`config.mk`:
```
export PLATFORM = sky130hd
export DESIGN_NAME = alu_ctrl_exec_unit
export DESIGN_NICKNAME = d
export VERILOG_FILES = /design/src/rtl/alu_ctrl_exec_unit.sv
export SDC_FILE = /design/constraint.sdc
export NUM_CORES = 1
export LEC_CHECK = 0
export ABC_AREA = 1
export BUFFER_PORTS_ARGS = -buffer_cell sky130_fd_sc_hd__buf_2
export CAP_MARGIN = 20
export CORE_ASPECT_RATIO = 0.7
export CORE_MARGIN = 8
export CORE_UTILIZATION = 30
export DETAILED_ROUTE_END_ITERATION = 8
export GPL_ROUTABILITY_DRIVEN = 1
export GPL_TIMING_DRIVEN = 0
export PLACE_DENSITY = 0.42
export SLEW_MARGIN = 25
export SYNTH_ARGS = -nofsm -noshare
export SYNTH_HDL_FRONTEND = slang
export SYNTH_SLANG_ARGS = --single-unit
export TNS_END_PERCENT = 50
```
`constraint.sdc`:
```
create_clock -name clk_i -period 3.9 [get_ports clk_i]
set_input_delay 0 -clock clk_i [delete_from_list [all_inputs] [get_ports clk_i]]
set_output_delay 0 -clock clk_i [all_outputs]
set_load 0.005 [all_outputs]
```
`src/rtl/alu_ctrl_exec_unit.sv`:
```
// EX-stage ALU: decodes ALUOp/{funct7,funct3}, runs single-cycle ops in one cycle
// and MUL as a shift-add iteration consuming MUL_STEP multiplier bits per cycle.
module alu_ctrl_exec_unit #(
  parameter int XLEN     = 32,
  parameter int MUL_STEP = 1
) (
  input  logic            clk_i,
  input  logic            rst_i,
  input  logic            valid_i,
  output logic            ready_o,
  input  logic [1:0]      aluop_i,
  input  logic [9:0]      func73_i,
  input  logic [XLEN-1:0] src1_i,
  input  logic [XLEN-1:0] src2_i,
  output logic            valid_o,
  input  logic            ready_i,
  output logic [XLEN-1:0] result_o,
  output logic            illegal_o,
  output logic            busy_o
);

  localparam int SHW    = $clog2(XLEN);
  localparam int NSTEPS = XLEN / MUL_STEP;
  localparam int CW     = $clog2(NSTEPS + 1);

  typedef enum logic [3:0] {
    OP_ADD, OP_SUB, OP_SLL, OP_SLT, OP_SLTU, OP_XOR,
    OP_SRL, OP_SRA, OP_OR,  OP_AND, OP_MUL
  } op_t;

  typedef enum logic {S_IDLE, S_MUL} state_t;

  state_t          state, state_nxt;
  op_t             op;
  logic            ill;
  logic            accept, is_mul, mul_done;
  logic [XLEN-1:0] alu_res;
  logic [XLEN-1:0] mcand, mplier, acc, acc_nxt;
  logic [CW-1:0]   cnt;
  logic [6:0]      f7;
  logic [2:0]      f3;
  logic [SHW-1:0]  shamt;

  assign f7    = func73_i[9:3];
  assign f3    = func73_i[2:0];
  assign shamt = src2_i[SHW-1:0];

  // ---------------- decode ----------------
  always_comb begin
    op  = OP_ADD;
    ill = 1'b0;
    case (aluop_i)
      2'b00: op = OP_ADD;
      2'b01: op = OP_SUB;
      2'b10: begin
        case (func73_i)
          10'b0000000_000: op = OP_ADD;
          10'b0100000_000: op = OP_SUB;
          10'b0000000_001: op = OP_SLL;
          10'b0000000_010: op = OP_SLT;
          10'b0000000_011: op = OP_SLTU;
          10'b0000000_100: op = OP_XOR;
          10'b0000000_101: op = OP_SRL;
          10'b0100000_101: op = OP_SRA;
          10'b0000000_110: op = OP_OR;
          10'b0000000_111: op = OP_AND;
          10'b0000001_000: op = OP_MUL;
          default:         ill = 1'b1;
        endcase
      end
      default: begin
        // I-type: funct7 is immediate bits except for the shift encodings
        case (f3)
          3'b000: op = OP_ADD;
          3'b010: op = OP_SLT;
          3'b011: op = OP_SLTU;
          3'b100: op = OP_XOR;
          3'b110: op = OP_OR;
          3'b111: op = OP_AND;
          3'b001: begin
            if (f7 == 7'b0000000) op = OP_SLL;
            else                  ill = 1'b1;
          end
          default: begin
            if      (f7 == 7'b0000000) op = OP_SRL;
            else if (f7 == 7'b0100000) op = OP_SRA;
            else                       ill = 1'b1;
          end
        endcase
      end
    endcase
  end

  // ---------------- single-cycle execute ----------------
  always_comb begin
    alu_res = '0;
    if (!ill) begin
      case (op)
        OP_ADD:  alu_res = src1_i + src2_i;
        OP_SUB:  alu_res = src1_i - src2_i;
        OP_SLL:  alu_res = src1_i << shamt;
        OP_SLT:  alu_res = {{(XLEN-1){1'b0}}, $signed(src1_i) < $signed(src2_i)};
        OP_SLTU: alu_res = {{(XLEN-1){1'b0}}, src1_i < src2_i};
        OP_XOR:  alu_res = src1_i ^ src2_i;
        OP_SRL:  alu_res = src1_i >> shamt;
        OP_SRA:  alu_res = $unsigned($signed(src1_i) >>> shamt);
        OP_OR:   alu_res = src1_i | src2_i;
        OP_AND:  alu_res = src1_i & src2_i;
        default: alu_res = '0;
      endcase
    end
  end

  // partial products for this iteration; multiplicand is pre-shifted each cycle
  always_comb begin
    acc_nxt = acc;
    for (int j = 0; j < MUL_STEP; j++) begin
      if (mplier[j]) acc_nxt = acc_nxt + (mcand << j);
    end
  end

  // ---------------- FSM ----------------
  always_ff @(posedge clk_i) begin
    if (rst_i) state <= S_IDLE;
    else       state <= state_nxt;
  end

  always_comb begin
    state_nxt = state;
    case (state)
      S_IDLE:  if (accept && is_mul) state_nxt = S_MUL;
      default: if (mul_done)         state_nxt = S_IDLE;
    endcase
  end

  always_comb begin
    ready_o  = (state == S_IDLE) && (!valid_o || ready_i);
    busy_o   = (state == S_MUL);
    mul_done = (state == S_MUL) && (cnt == CW'(1));
  end

  assign accept = valid_i && ready_o;
  assign is_mul = (op == OP_MUL) && !ill;

  // ---------------- datapath / output register ----------------
  always_ff @(posedge clk_i) begin
    if (rst_i) begin
      valid_o   <= 1'b0;
      result_o  <= '0;
      illegal_o <= 1'b0;
      mcand     <= '0;
      mplier    <= '0;
      acc       <= '0;
      cnt       <= '0;
    end else begin
      if (accept && is_mul) begin
        mcand  <= src1_i;
        mplier <= src2_i;
        acc    <= '0;
        cnt    <= CW'(NSTEPS);
      end else if (state == S_MUL) begin
        acc    <= acc_nxt;
        mcand  <= mcand << MUL_STEP;
        mplier <= mplier >> MUL_STEP;
        cnt    <= cnt - CW'(1);
      end

      if (accept && !is_mul) begin
        valid_o   <= 1'b1;
        result_o  <= alu_res;
        illegal_o <= ill;
      end else if (mul_done) begin
        valid_o   <= 1'b1;
        result_o  <= acc_nxt;
        illegal_o <= 1'b0;
      end else if (ready_i) begin
        valid_o   <= 1'b0;
      end
    end
  end

endmodule

```
======== Yosys cells after proc, flatten, opt, wreduce, memory -nomap -nowiden ========
Index checks and enable logic that the tools add are counted.
W data, S select, Z words.
cells by class
  eq/ne operators ......................... 30
  shift operators ......................... 3
  reductions and logical operators ........ 22
  $add $sub $neg .......................... 4
  mux-type cells .......................... 31
  magnitude comparators ................... 2
  bitwise operators ....................... 4
operator list
  operator               number
  $pmux W32 S10          1
  $mux W32               8
  $add A32 B32 Y32       2
  $lt A32 B32 Y1         2
  $eq A10 B3 Y1 const B  4
  $pmux W4 S10           1
  $and A32 B32 Y32       1
  $or A32 B32 Y32        1
  $shl A32 B5 Y32        1
  $shr A32 B5 Y32        1
  $sshr A32 B5 Y32       1
  $sub A32 B32 Y32       1
  $xor A32 B32 Y32       1
  $pmux W4 S7            1
  $eq A10 B2 Y1 const B  2
  $eq A10 B9 Y1 const B  2
  $eq A4 B3 Y1 const B   4
  $eq A4 B4 Y1 const B   3
  $mux W1                12
  $mux W6                2
  $pmux W4 S3            1
  $reduce_or A11 Y1      1
  $eq A10 B1 Y1 const B  1
  $eq A10 B4 Y1 const B  1
  26 further kinds       41
word-level totals
  register bits after elaboration ......... 137
  logic and storage cells ................. 105
  input port bits ......................... 80

======== Depth between registers and ports, before layout ========
Gate-level depths: netlist of run 1.
  depth in word-level cells ............... 10
  mapped depth ............................ 24
  gate-level depth less buffers ........... 21

======== Worst setup path after synthesis of run 1 ========
No wires, ideal clock.
  kind .................................... input to register
  start point ............................. in src2_i[4]
  end point ............................... reg result_o[31]
  setup slack ............................. 1.353 ns
  setup time .............................. 0.109 ns
  arrival time ............................ 2.438 ns
  cell stages on the path ................. 24
  cells stage by stage .................... clkbuf_1 > inv_2 > clkbuf_1 > clkbuf_1 > ha_1 > clkbuf_1 > inv_1 > nand2_1 > nor2_1 > nand2_1 > nand2_1 > nand2_1 > nand2_1 > nand2_1 > nand2_1 > nand2_1 > nand2_1 > nor2_1 > nor2_1 > nand3_1 > nand2_1 > nand3_1 > nand2_1 > inv_1
on the way
  longest elaborated chain between the ends .. 4
RTL lines
  what                                            line  source
  start: declaration                              14    input logic [XLEN-1:0] src2_i,
  $sub A32 B32 Y32, or another cell as far along  100   OP_SUB: alu_res = src1_i - src2_i;
  $pmux W32 S10 *                                 98    case (op)
  $mux W32 *                                      97    if (!ill) begin
  $mux W32 *                                      168   if (accept && !is_mul) begin
  end signal: assignment                          170   result_o <= alu_res;
  end signal: assignment                          174   result_o <= acc_nxt;
  end: declaration                                17    output logic [XLEN-1:0] result_o,
Every way passes the cells marked *; elsewhere a longest branch is shown, timed or not.
A chain may end at the register's enable or synchronous reset.

======== Worst setup path after layout of run 1 ========
  start point ............................. in src2_i[1]
  end point ............................... reg result_o[0]
on the way
  longest elaborated chain between the ends .. 4
RTL lines
  what                                          line  source
  $lt A32 B32 Y1, or another cell as far along  103   OP_SLTU: alu_res = {{(XLEN-1){1'b0}}, src1_i < src2_i};
  $pmux W32 S10 *                               98
  $mux W32 *                                    97
  $mux W32 *                                    168
Marked as above.

==> results.yml, run 1 <==
run_status:
  outcome: "finished, violations left"
  violations: "setup timing"
synth:
  synth_cell_types: 51
  synth_fa_ha_area_frac: 0.0896
  synthSimpleGateAreaFrac: 0.470
  synth_top_family_by_area: "simple AND/OR/NAND/NOR gates"
  yosys_warnings: 0
  muxShareOfSynthArea: 0.00266
  synth-compound-area-share: 0.159
  ys.flop_type: "dfxtp_1"
  synth_xor_area_frac: 0.0168
  ys_seq_area_frac: 0.146
  syn_area_um2: 18800
  async_flop_share: 0
  syn-num-nets: 3702
  synth-edff-count: 0
  avgSynthCellArea_um2: 5.39
  syn_inst: 3489
  ys_ff_latch: 137
sta:
  timing.hold.ws_ns: 0.102
  layout_setup_ws_ns: -0.0725
  skew_ns: 0.0130
  tightest_slew_ns: 1.14
  setup_viol: 1
  finalCritPeriodShare: 1.02
  final_max_slew_viol_count: 0
  rsz0062_at_grt: "false"
  post-route-min-period_ns: 3.97
  hold_violations: 0
  maxSlewHeadroom: 0.241
  fmax_mhz: 252
route:
  wl_per_cell_um: 27.0
  num_vias: 25100
  vias_per_cell: 5.59
  dr.pass1.iters: 8
  drc_errors: 0
  drtIter0Drc: 3971
  final_antenna_net_count: 0
  routed_wl_um: 121000
clocking:
  clk_pin_slew_worst_paths_ns: 0.07
  post_cts_buffers: 0
  clockRootBuffer: "clkbuf_16"
  numCtsBuffers: 17
  clockBufferDepth: 2
  cts_tree: "built"
  cts_max_level: 4
  cts.sinks: 137
  clock_latency_ns: 0.45
placement:
  gp_congestion: 1.05
  hpwl_um: 104000
  dp_cells: 4422
  portBuffers: 114
layout:
  stdcell_count: 4485
  fill_cells: 7296
  drive_above_1_share: 0.0669
  nNetsFinal: 3863
  area_growth_pct: 13.3
floorplanning:
  die_y_um: 226
  die_x_um: 315
  die-area_um2: 71100
  num_rows: 76
  core-area_um2: 61800
  start_util: 0.304
  pin_count: 116
global_routing:
  grt_max_degree: 22
  grt_antenna_before_repair: 3
  grt_pass1_vias: 22300
  grt_overflow_total: 0
  grt_usage: 0.330
  grt_pass1_wl_um: 169000
job:
  drv_cap: 0
setup_path:
  path_class: "input port to flop"
  crit_arrival_ns: 4.34
  required_ns: 4.27
  endpoint_kind: "flop"
  crit_fanout: 21
  cp-start-kind: "input port"
worst_hold_path:
  hold_class: "input port to flop"
power:
  powerDensity_nw_per_um2: 256
  ir_drop_mv: 0.292
  leakage_nw: 10.4
==> report_power, final <==
group          leakage (nW)  switching, mW  total, mW  internal (mW)
clock                 0.294          0.791       1.72          0.927
combinational          9.04           1.72       2.29          0.572
sequential             1.11         0.0141       1.44           1.43
total                  10.4           2.52       5.45           2.93
==> critical path: stages <==
cell	delay, ns
buf_2	0.28
buf_2	0.28
clkinv_1	0.44
buf_2	0.50
fa_1	0.57
nand2_1	0.13
nand3_1	0.14
nand2_1	0.09
nand2_1	0.09
nand2_1	0.18
nand2_1	0.24
nand2_1	0.15
nand2_1	0.20
nand2_1	0.11
nand2_1	0.19
o21ai_1	0.18
nor2_1	0.08
nand3_1	0.17
nand2_1	0.13
a21oi_1	0.16
==> path summary, 6_finish.rpt <==
check,startpoint,end,slack (ns),cells past startpoint
worst max-delay path,src2_i[1],result_o[0],-0.07,20
worst min-delay path,src1_i[19],mcand[19],0.10,5
worst max register to register,mcand[0],result_o[24],0.64,13
worst min register to register,mplier[31],mplier[31],0.46,2
==> through the flow <==
step	instance area [µm²]	power, mW	utilization	TNS [ns]	setup WS [ns]
floorplan	18800	2.69	-	0	1.35
global placement	20400	3.65	0.330	-6.84	-0.718
detailed placement	20400	3.62	0.330	-6.37	-0.689
CTS	21300	5.34	0.345	0	0.104
global route	21300	5.66	0.345	0	0.0107
finish	21300	5.45	0.345	-0.0725	-0.0725
==> cell usage after synthesis, drive strengths merged, types with 3 or more instances <==
cell type | n | area (µm²)
a211oi | 9 | 67.6
a21boi | 7 | 52.6
a21oi | 197 | 990
a31oi | 46 | 288
and2 | 8 | 50.1
and3 | 3 | 18.8
buf | 62 | 348
clkbuf | 112 | 420
clkinv | 3 | 11.3
dfxtp | 137 | 2740
fa | 3 | 60.1
ha | 130 | 1630
inv | 371 | 1400
mux2i | 5 | 50.1
nand2 | 1066 | 4040
nand2b | 3 | 18.8
nand3 | 452 | 2280
nand3b | 41 | 312
nand4 | 38 | 238
nor2 | 410 | 1600
nor3 | 36 | 180
nor4 | 4 | 25.0
o211ai | 14 | 105
o21a | 7 | 52.6
o21ai | 249 | 1250
o21bai | 19 | 143
or2 | 13 | 81.3
xnor2 | 5 | 43.8
xor2 | 31 | 272
==> metal layers <==
layer	vias to the layer above	wire length [µm]	part of all wire	GRT usage
met5	-	0	0	0
met4	0	1450	0.012	0.0402
met3	58	18300	0.15	0.142
met2	1516	40100	0.33	0.386
met1	11800	61400	0.51	0.533
li1	11700	-	-	-
==> layout by cell type, fill, tap and decap left out, drive strengths merged, types with 2 or more instances in the layout <==
master	synthesis	final
or2	13	13
nand4	38	38
o22ai	2	2
a21oi	197	197
o21bai	19	19
inv	371	380
nand2b	3	3
nand2	1066	1066
a21boi	7	7
dlygate4sd3	0	30
xor2	31	31
a21o	2	2
o211ai	14	14
clkinv	3	7
nor3	36	36
o21ai	249	249
mux2i	5	5
ha	130	130
nand3	452	452
diode	0	3
nor4	4	4
nand3b	41	41
a211oi	9	9
o21a	7	7
fa	3	3
and3	3	3
buf	62	175
dfxtp	137	137
a31oi	46	46
and2	8	8
clkbuf	112	129
xnor2	5	5
nor2	410	410
==> state kept, by name, indices dropped and copies added (netlist names) <==
register,cells
valid_o,1
illegal_o,1
acc,32
busy_o,1
cnt,6
mcand,32
mplier,32
result_o,32
==> final cells by class <==
class	count	area, µm²	share of cell area
Multi-Input combinational cell	2804	13900	0.652
Antenna cell	3	7.51	0.000352
Sequential cell	137	2740	0.129
Inverter	374	1410	0.0661
Clock buffer	18	439	0.0206
Timing Repair Buffer	145	882	0.0414
Tap cell	819	1020	0.0481
Buffer	171	762	0.0357
Clock inverter	14	154	0.00722
==> logic make-up (layout without fill, tap and decap cells) <==
family,Yosys count,after routing
AO/OA/AOI/OAI,555,555
XOR/XNOR,36,36
adder cells (fa/ha/maj),133,133
buffers and inverters,548,722
flip-flops,137,137
multiplexers,5,5
other,0,3
AND/OR/NAND/NOR,2075,2075
==> what timing repair did <==
item,in CTS,in global routing
cloned,0,0
hold endpoints to repair,30,0
hold buffers,30,0
setup endpoints to repair,4,4
resized for setup,3,0
Note: power is estimated with default switching activity, not from simulation.
==> run 2, diff against run 1 <==
BUFFER_PORTS_ARGS = -buffer_cell sky130_fd_sc_hd__clkbuf_2   (was -buffer_cell sky130_fd_sc_hd__buf_2)
==> run 2 against run 1 <==
Against the previous run: the run now ends clean; combinational power is essentially flat; highest routed layer is now met5; die area is the same; non-clock buffer count shrank 2; routed wire length shrank 0.87%; sequential power is essentially flat; sequential share of layout area is essentially flat; sequential cell count is the same.
==> results.yml, run 2 (synthesis results as in run 1) <==
power:
  leakage_nw: 10.4
  swShare: 0.453
  p_sw_mw: 2.43
  total_power_mw: 5.38
  seqPwrFrac: 0.269
  power.internal_mw: 2.94
  clkPwrFrac: 0.307
  combPwrFrac: 0.424
  powerDensity_nw_per_um2: 253
  ir_drop_mv: 0.291
global_routing:
  grt_overflow_total: 0
  grt_antenna_before_repair: 5
  grt_max_degree: 22
  grt_usage: 0.327
  grt_pass1_wl_um: 167000
  grt_pass1_vias: 22100
layout:
  area_growth_pct: 13.1
  final_cell_mix: "nand2_1 (1,055), nand3_1 (449), nor2_1 (402)"
  fill_cells: 7366
  drive_above_1_share: 0.0664
  nNetsFinal: 3861
  final_common_cell: "nand2_1"
  fin_area_um2: 21300
clocking:
  cts.sinks: 137
  clockBufferDepth: 2
  cts_tree: "built"
  clockRootBuffer: "clkbuf_16"
  numCtsBuffers: 17
  clk_pin_slew_worst_paths_ns: 0.06
  cts_max_level: 4
  clock_latency_ns: 0.45
placement:
  portBuffers: 114
  place_area_um2: 20400
  gp_congestion: 1.06
  pre_cts_ws_ns: -0.787
  hpwl_um: 103000
floorplanning:
  die_y_um: 226
  start_util: 0.304
  die_x_um: 315
  num_rows: 76
  pin_count: 116
  die-area_um2: 71100
  core-area_um2: 61800
worst_hold_path:
  hold_class: "input port to flop"
  min_path_cells: 4
setup_path:
  required_ns: 4.24
  rr_worst_depth: 13
  crit_arrival_ns: 4.12
  path_class: "input port to flop"
  cp-start-kind: "input port"
  endpoint_kind: "flop"
  crit_fanout: 21
route:
  final_antenna_net_count: 0
  routed_wl_um: 120000
  vias_per_cell: 5.61
  drc_errors: 0
  num_vias: 25100
  wl_per_cell_um: 26.8
  drtIter0Drc: 4028
  dr.pass1.iters: 7
sta:
  fmax_mhz: 265
  hold_violations: 0
  tns_ns: 0
  final_max_slew_viol_count: 0
  skew_ns: 0.00999
  tightest_slew_ns: 1.12
  layout_setup_ws_ns: 0.127
  rsz0062_at_grt: "false"
  setup_viol: 0
  finalCritPeriodShare: 0.968
  maxSlewHeadroom: 0.251
  post-route-min-period_ns: 3.77
run_status:
  outcome: "finished, final reports clean"
job:
  drv_cap: 0
==> run 2: cell types whose count changed in the layout (fill, tap and decap cells not counted), sizes merged <==
cell	before	now
buf	175	59
clkbuf	129	244
inv	380	375
clkinvlp	0	3
diode	3	1
bufinv	1	2
dlygate4sd3	30	29
==> run 2: metal layers <==
| metal | vias to the layer above | part of all wire | wire length, µm | GRT usage |
|---|---|---|---|---|
| li1 | 11700 | - | - | - |
| met1 | 11800 | 0.50 | 60600 | 0.529 |
| met2 | 1557 | 0.33 | 39200 | 0.378 |
| met3 | 92 | 0.15 | 18500 | 0.138 |
| met4 | 10 | 0.014 | 1630 | 0.0447 |
| met5 | - | 0.0024 | 293 | 0.0282 |
==> run 2: path summary, 6_finish.rpt <==
kind	from	end	slack (ns)
worst min register to register	mplier[31]	mplier[31]	0.47
worst max register to register	mcand[0]	result_o[24]	0.61
worst min-delay path	valid_i	illegal_o	0.07
worst max-delay path	src2_i[1]	result_o[31]	0.13
==> run 2: cell type report <==
cell class                 count  area, µm²  area share
inverter                     374       1410      0.0662
clock buffer                  18        429      0.0202
clock inverter                13        145     0.00682
sequential                   137       2740       0.129
buffer                       171        766      0.0360
antenna                        1       2.50    0.000118
tap                          819       1020      0.0482
multi-input combinational   2804      13900       0.653
timing repair buffer         143        861      0.0405
==> run 2: through the flow <==
step	hold WS, ns	std cells	utilization
floorplan	0.140	3489	-
global placement	0.307	4422	0.330
detailed placement	0.308	4422	0.330
CTS	0.0325	4481	0.344
global route	0.0469	4479	0.344
finish	0.0658	4480	0.344
==> run 2: power by group through the flow <==
stage | logic, mW | registers, mW | clock network, mW
floorplan | 1.21 | 1.48 | 0
global placement | 2.17 | 1.48 | 0
detailed placement | 2.14 | 1.48 | 0
CTS | 2.17 | 1.44 | 1.68
global route | 2.40 | 1.45 | 1.74
finish | 2.28 | 1.44 | 1.65
==> run 2: timing repair <==
action	in CTS	in global routing
setup buffers	0	0
setup endpoints to repair	6	5
resized for setup	2	5
hold buffers	29	0
hold endpoints to repair	29	0
==> run 2: worst max-delay path: stages <==
cell      delay, ns
clkbuf_2       0.29
buf_2          0.28
clkinv_1       0.40
clkbuf_4       0.47
ha_1           0.40
inv_1          0.08
nand3_1        0.10
nand2_1        0.16
nand2_1        0.10
nand2_1        0.35
nand2_1        0.09
nand2_1        0.22
nand2_1        0.11
nand2_1        0.07
nand2_1        0.04
nand2_1        0.06
nor2_1         0.04
nor2_1         0.16
nand3_1        0.19
nand2_1        0.11
nand3_1        0.19
nand2_1        0.13
inv_1          0.04
